[src/rtl/im_fetch_unit.sv]
// Instruction fetch front-end: walks a PC through the IM stall handshake and
// queues {pc, instr} pairs in a small prefetch FIFO for the core.
module im_fetch_unit #(
    parameter logic [31:0] RESET_PC = 32'h0000_0000,
    parameter int          DEPTH    = 2
) (
    input  logic        clk,
    input  logic        rst,
    input  logic        fetch_en,
    input  logic        redirect_valid,
    input  logic [31:0] redirect_pc,
    output logic        IM_enable,
    output logic [15:0] IM_address,
    input  logic        IM_stall,
    input  logic [31:0] IM_out,
    output logic        inst_valid,
    input  logic        inst_ready,
    output logic [31:0] inst_data,
    output logic [31:0] inst_pc
);

    localparam int CW = $clog2(DEPTH + 1);
    localparam int PW = (DEPTH > 1) ? $clog2(DEPTH) : 1;
    localparam logic [CW-1:0] DEPTH_C = CW'(DEPTH);

    typedef enum logic [1:0] {S_IDLE, S_FETCH, S_KILL} state_t;

    state_t                 state_q;
    logic [31:0]            pc_q;
    logic [15:0]            addr_q;
    logic                   en_q;
    logic [CW-1:0]          cnt_q, cnt_d;
    logic [PW-1:0]          wr_q, rd_q;
    logic [DEPTH-1:0][31:0] fifo_pc_q;
    logic [DEPTH-1:0][31:0] fifo_ins_q;

    logic        complete, push, pop, space;
    logic [31:0] rpc, pc_inc, kill_pc;

    function automatic logic [PW-1:0] ptr_inc(input logic [PW-1:0] p);
        return (p == PW'(DEPTH - 1)) ? '0 : p + 1'b1;
    endfunction

    always_comb begin
        complete = en_q & ~IM_stall;
        pop      = (cnt_q != '0) & inst_ready;
        push     = (state_q == S_FETCH) & complete & ~redirect_valid;
        space    = (cnt_q < DEPTH_C);
        rpc      = redirect_pc & ~32'd3;
        pc_inc   = pc_q + 32'd4;
        kill_pc  = redirect_valid ? rpc : pc_q;
        // Redirect flushes everything, including an entry popped this cycle.
        cnt_d = cnt_q;
        if (redirect_valid)
            cnt_d = '0;
        else if (push && !pop)
            cnt_d = cnt_q + 1'b1;
        else if (pop && !push)
            cnt_d = cnt_q - 1'b1;
    end

    always_ff @(posedge clk or posedge rst) begin
        if (rst) begin
            state_q <= S_IDLE;
            pc_q    <= RESET_PC;
            addr_q  <= RESET_PC[17:2];
            en_q    <= 1'b0;
        end else begin
            case (state_q)
                S_IDLE: begin
                    if (redirect_valid) begin
                        pc_q <= rpc;
                    end else if (fetch_en && space) begin
                        state_q <= S_FETCH;
                        en_q    <= 1'b1;
                        addr_q  <= pc_q[17:2];
                    end
                end
                S_FETCH: begin
                    if (complete) begin
                        if (redirect_valid) begin
                            pc_q <= rpc;
                            if (fetch_en) begin
                                addr_q <= rpc[17:2];
                            end else begin
                                state_q <= S_IDLE;
                                en_q    <= 1'b0;
                            end
                        end else begin
                            pc_q <= pc_inc;
                            if (fetch_en && (cnt_d < DEPTH_C)) begin
                                addr_q <= pc_inc[17:2];
                            end else begin
                                state_q <= S_IDLE;
                                en_q    <= 1'b0;
                            end
                        end
                    end else if (redirect_valid) begin
                        // IM cannot be abandoned mid-access: keep the old
                        // address up until it completes, then drop the word.
                        pc_q    <= rpc;
                        state_q <= S_KILL;
                    end
                end
                S_KILL: begin
                    pc_q <= kill_pc;
                    if (complete) begin
                        if (fetch_en) begin
                            state_q <= S_FETCH;
                            addr_q  <= kill_pc[17:2];
                        end else begin
                            state_q <= S_IDLE;
                            en_q    <= 1'b0;
                        end
                    end
                end
                default: begin
                    state_q <= S_IDLE;
                    en_q    <= 1'b0;
                end
            endcase
        end
    end

    always_ff @(posedge clk or posedge rst) begin
        if (rst) begin
            cnt_q      <= '0;
            wr_q       <= '0;
            rd_q       <= '0;
            fifo_pc_q  <= '0;
            fifo_ins_q <= '0;
        end else begin
            cnt_q <= cnt_d;
            if (redirect_valid) begin
                wr_q <= '0;
                rd_q <= '0;
            end else begin
                if (push) begin
                    fifo_pc_q[wr_q]  <= pc_q;
                    fifo_ins_q[wr_q] <= IM_out;
                    wr_q             <= ptr_inc(wr_q);
                end
                if (pop)
                    rd_q <= ptr_inc(rd_q);
            end
        end
    end

    assign IM_enable  = en_q;
    assign IM_address = addr_q;
    assign inst_valid = (cnt_q != '0);
    assign inst_data  = inst_valid ? fifo_ins_q[rd_q] : 32'd0;
    assign inst_pc    = inst_valid ? fifo_pc_q[rd_q]  : 32'd0;

endmodule

[config.mk]
export PLATFORM = sky130hd
export DESIGN_NAME = im_fetch_unit
export DESIGN_NICKNAME = d
export VERILOG_FILES = /design/src/rtl/im_fetch_unit.sv
export SDC_FILE = /design/constraint.sdc
export NUM_CORES = 1
export LEC_CHECK = 0
export BUFFER_PORTS_ARGS = -buffer_cell sky130_fd_sc_hd__buf_2
export CORE_ASPECT_RATIO = 0.7
export CORE_MARGIN = 4
export CORE_UTILIZATION = 57
export DETAILED_ROUTE_END_ITERATION = 12
export HOLD_SLACK_MARGIN = 0.06
export PLACE_DENSITY = 0.83
export SLEW_MARGIN = 20
export SYNTH_ARGS = -nofsm -noshare
export SYNTH_HDL_FRONTEND = slang
export SYNTH_SLANG_ARGS = --single-unit
[constraint.sdc]
create_clock -name clk -period 6.9 [get_ports clk]
set_input_delay 1.38 -clock clk [delete_from_list [all_inputs] [get_ports clk]]
set_output_delay 1.38 -clock clk [all_outputs]
set_load 0.005 [all_outputs]
==> flow_metrics.py <==
metrics = {
    "run_status": {
        "status": "completed",
    },
    "clock_network": {
        "ctsResizeCount": 0,
        "insertion_delay_ps": 430,
        "cts_made_buffers": 17,
        "clk_transition_reported_paths_ps": 70,
        "post_cts.repair.setup_buffers": 0,
        "cts_tree": "done",
        "cts_num_sinks": 183,
        "holdBufCountCts": 0,
        "clockBufferDepth": 2,
        "ctsHtreeMaxLevel": 4,
        "cts_root_buf": "clkbuf_16",
    },
    "finish": {
        "n_antenna_cell": 0,
        "nets": 1076,
        "final_core_util_pct": 66.9,
        "fin_area_sq_um": 10900,
        "syn2layout_area_growth_pct": 15.6,
        "fill_cells": 1301,
        "drive_gt1_share_pct": 33.0,
    },
    "drt": {
        "drtIter0Drc": 856,
        "wire_per_inst_um": 18.8,
        "vias": 7518,
        "routed_wl_um": 23200,
        "first_pass_iters": 5,
        "ant_nets": 0,
        "post-route-drc-count": 0,
        "post_drt_via_cell_ratio": 6.08,
    },
    "place": {
        "gp_congestion": 0.915,
        "hpwl_um": 15400,
        "placed_cell_area_sq_um": 10300,
        "io_buffers": 149,
    },
    "die": {
        "core_sq_um": 16300,
        "dieArea_sq_um": 18700,
        "rows": 39,
        "io_pins": 152,
        "die_w_um": 162,
        "die_h_um": 116,
        "start_util_pct": 57.9,
    },
    "timing": {
        "worst_pin_slew_ps": 1030,
        "hold_viol": 0,
        "fin_crit_ps": 3850,
        "period_share_pct": 55.7,
        "setup_violations": 0,
        "tns_ps": 0,
        "finalMaxSlewViolations": 0,
        "rsz0062_at_grt": "no",
        "fmax_mhz": 260,
        "slew_headroom_pct": 31.2,
        "finClkSkew_ps": 12.0,
    },
    "global_route": {
        "track_usage_pct": 25.1,
        "grt_pass1_wl_um": 37700,
        "grt_overflow": 0,
        "antenna_found_initial": 0,
        "grt_pass1_vias": 7182,
        "grt_max_degree": 72,
    },
    "power_and_ir_drop": {
        "ir_drop_mv": 0.218,
        "leakage_nw": 4.99,
        "powerDensity_nw_per_um2": 415,
    },
    "critical_path": {
        "worstPathRequired_ps": 5520,
        "critical_path_arrival_ps": 2470,
        "critPathMaxFanout": 47,
        "startpoint_type": "register",
        "r2r_slack_ps": 3230,
        "worst-setup-path-type": "reg2out",
        "cp-end-kind": "primary output",
    },
    "synthesis": {
        "synth.avg_cell_area_sq_um": 10.6,
        "async_flop_share_pct": 100,
        "synth_cells": 887,
        "ys_top_cells_by_area": "dfrtp_1 49%, mux2_2 15%, mux2i_1 7.1%",
        "seq_area_frac_synth_pct": 48.5,
        "netlist_area_sq_um": 9440,
        "synth_edf_count": 0,
        "synth_fp_nets": 964,
        "ys_types": 61,
        "synth_seq_cells": 183,
        "synth-main-ff-cell": "dfrtp_1",
        "yosys_warnings": 0,
        "synth_top_area_cell": "dfrtp_1",
        "synth_top_area_share_pct": 48.5,
    },
    "run": {
        "maxCapViolCount": 0,
    },
    "hold_path": {
        "holdCritPathClass": "reg2reg",
    },
}
==> worst paths after layout <==
check                         startpoint              to  depth (start not counted)
max                                 rd_q     inst_pc[12]                          4
min                        IM_address[4]   IM_address[4]                          1
max reg2reg                   state_q[1]  fifo_ins_q[37]                          6
min reg2reg                IM_address[4]   IM_address[4]                          1
max in group asynchronous            rst            rd_q                          3
min in group asynchronous            rst  fifo_ins_q[63]                          2
==> flip-flops by register name, indices dropped and copies added, names as in the netlist <==
name and flops:
fifo_ins_q 64, fifo_pc_q 64, wr_q 1, cnt_q 2, state_q 2, IM_address 16
rd_q 1, pc_q 32, IM_enable 1
==> stage by stage <==
step / hold slack [ps] / power (mW) / std cells / setup slack (ps)
floorplan: 450 / 2.97 / 887 / 548
global placement: 457 / 3.46 / 1205 / 3030
detailed placement: 461 / 3.54 / 1205 / 2920
CTS: 477 / 4.54 / 1237 / 3080
global route: 485 / 4.83 / 1237 / 2980
finish: 474 / 4.53 / 1237 / 3050
==> cells in the mapped netlist, types with 2 or more instances <==
master and number:
inv_1 12, o221ai_1 2, o32ai_1 2, nor2_1 110
a32o_1 2, mux2i_1 67, o211ai_1 3, mux2_2 127
a2bb2oi_1 4, nor4_1 2, o311ai_0 3, o31ai_1 4
nand2_1 49, dfrtp_1 183, a31oi_1 12, and3_1 11
nor3_1 13, nand3b_1 2, nand3_1 26, a311oi_1 4
a22oi_1 13, o2111ai_1 4, nor3_2 3, nor2b_1 3
buf_2 10, clkbuf_1 42, ha_1 7, maj3_1 2
nand2b_1 7, and4_1 5, a21o_1 3, and2_1 4
nand4_1 8, buf_1 13, a21oi_1 31, o21ai_0 52
o22a_1 8, or2_2 2, a211oi_1 4, xnor2_1 7
==> logic make-up after synthesis <==
group | synth area share [%]
AOI/OAI and AO/OA | 10.9
xor gates and xnor gates | 0.743
adders and majority gates | 1.14
buffers and inverters | 3.43
DFF | 48.5
muxes | 22.3
and+or+nand+nor | 13.0
==> report_power, final <==
group	internal, mW	switching [mW]
Clock	0.525	0.455
Sequential	1.49	0.326
Combinational	0.813	0.918
Total	2.83	1.70
==> cell usage in the layout (no fill, tap or decap), types with 8 or more instances in the layout <==
| master | synthesis | routed |
|---|---|---|
| buf_4 | 1 | 11 |
| a21oi_1 | 31 | 31 |
| o21ai_0 | 52 | 51 |
| a31oi_1 | 12 | 12 |
| o22a_1 | 8 | 8 |
| dfrtp_1 | 183 | 182 |
| nand3_1 | 26 | 25 |
| mux2_2 | 127 | 127 |
| nor2_1 | 110 | 110 |
| a22oi_1 | 13 | 13 |
| mux2i_1 | 67 | 67 |
| and3_1 | 11 | 11 |
| buf_2 | 10 | 149 |
| nand4_1 | 8 | 8 |
| nor3_1 | 13 | 13 |
| inv_1 | 12 | 11 |
| nand2_1 | 49 | 49 |
| clkbuf_16 | 0 | 17 |
==> metal layers <==
layer	global-route usage [%]	share of wire, %	vias up
met5	0	0	-
met4	6.20	1.5	0
met3	5.01	8.4	48
met2	38.6	45	348
met1	37.2	45	3698
li1	-	-	3424
==> critical path: stages (launching register included) <==
cell     delay, ps
dfrtp_4        650
buf_4          700
mux2i_1        390
nor2_1          60
buf_2          150
==> area by class of cell <==
cell class,count,area [sq um],area share [%]
multi-input cells,624,4570,41.9
clock inverters,14,158,1.45
flip-flops and latches,183,4580,42.0
clock buffers,18,439,4.03
repair buffers,160,828,7.59
well taps,225,282,2.58
inverters,13,53.8,0.493
Note: power is estimated with default switching activity, not from simulation.
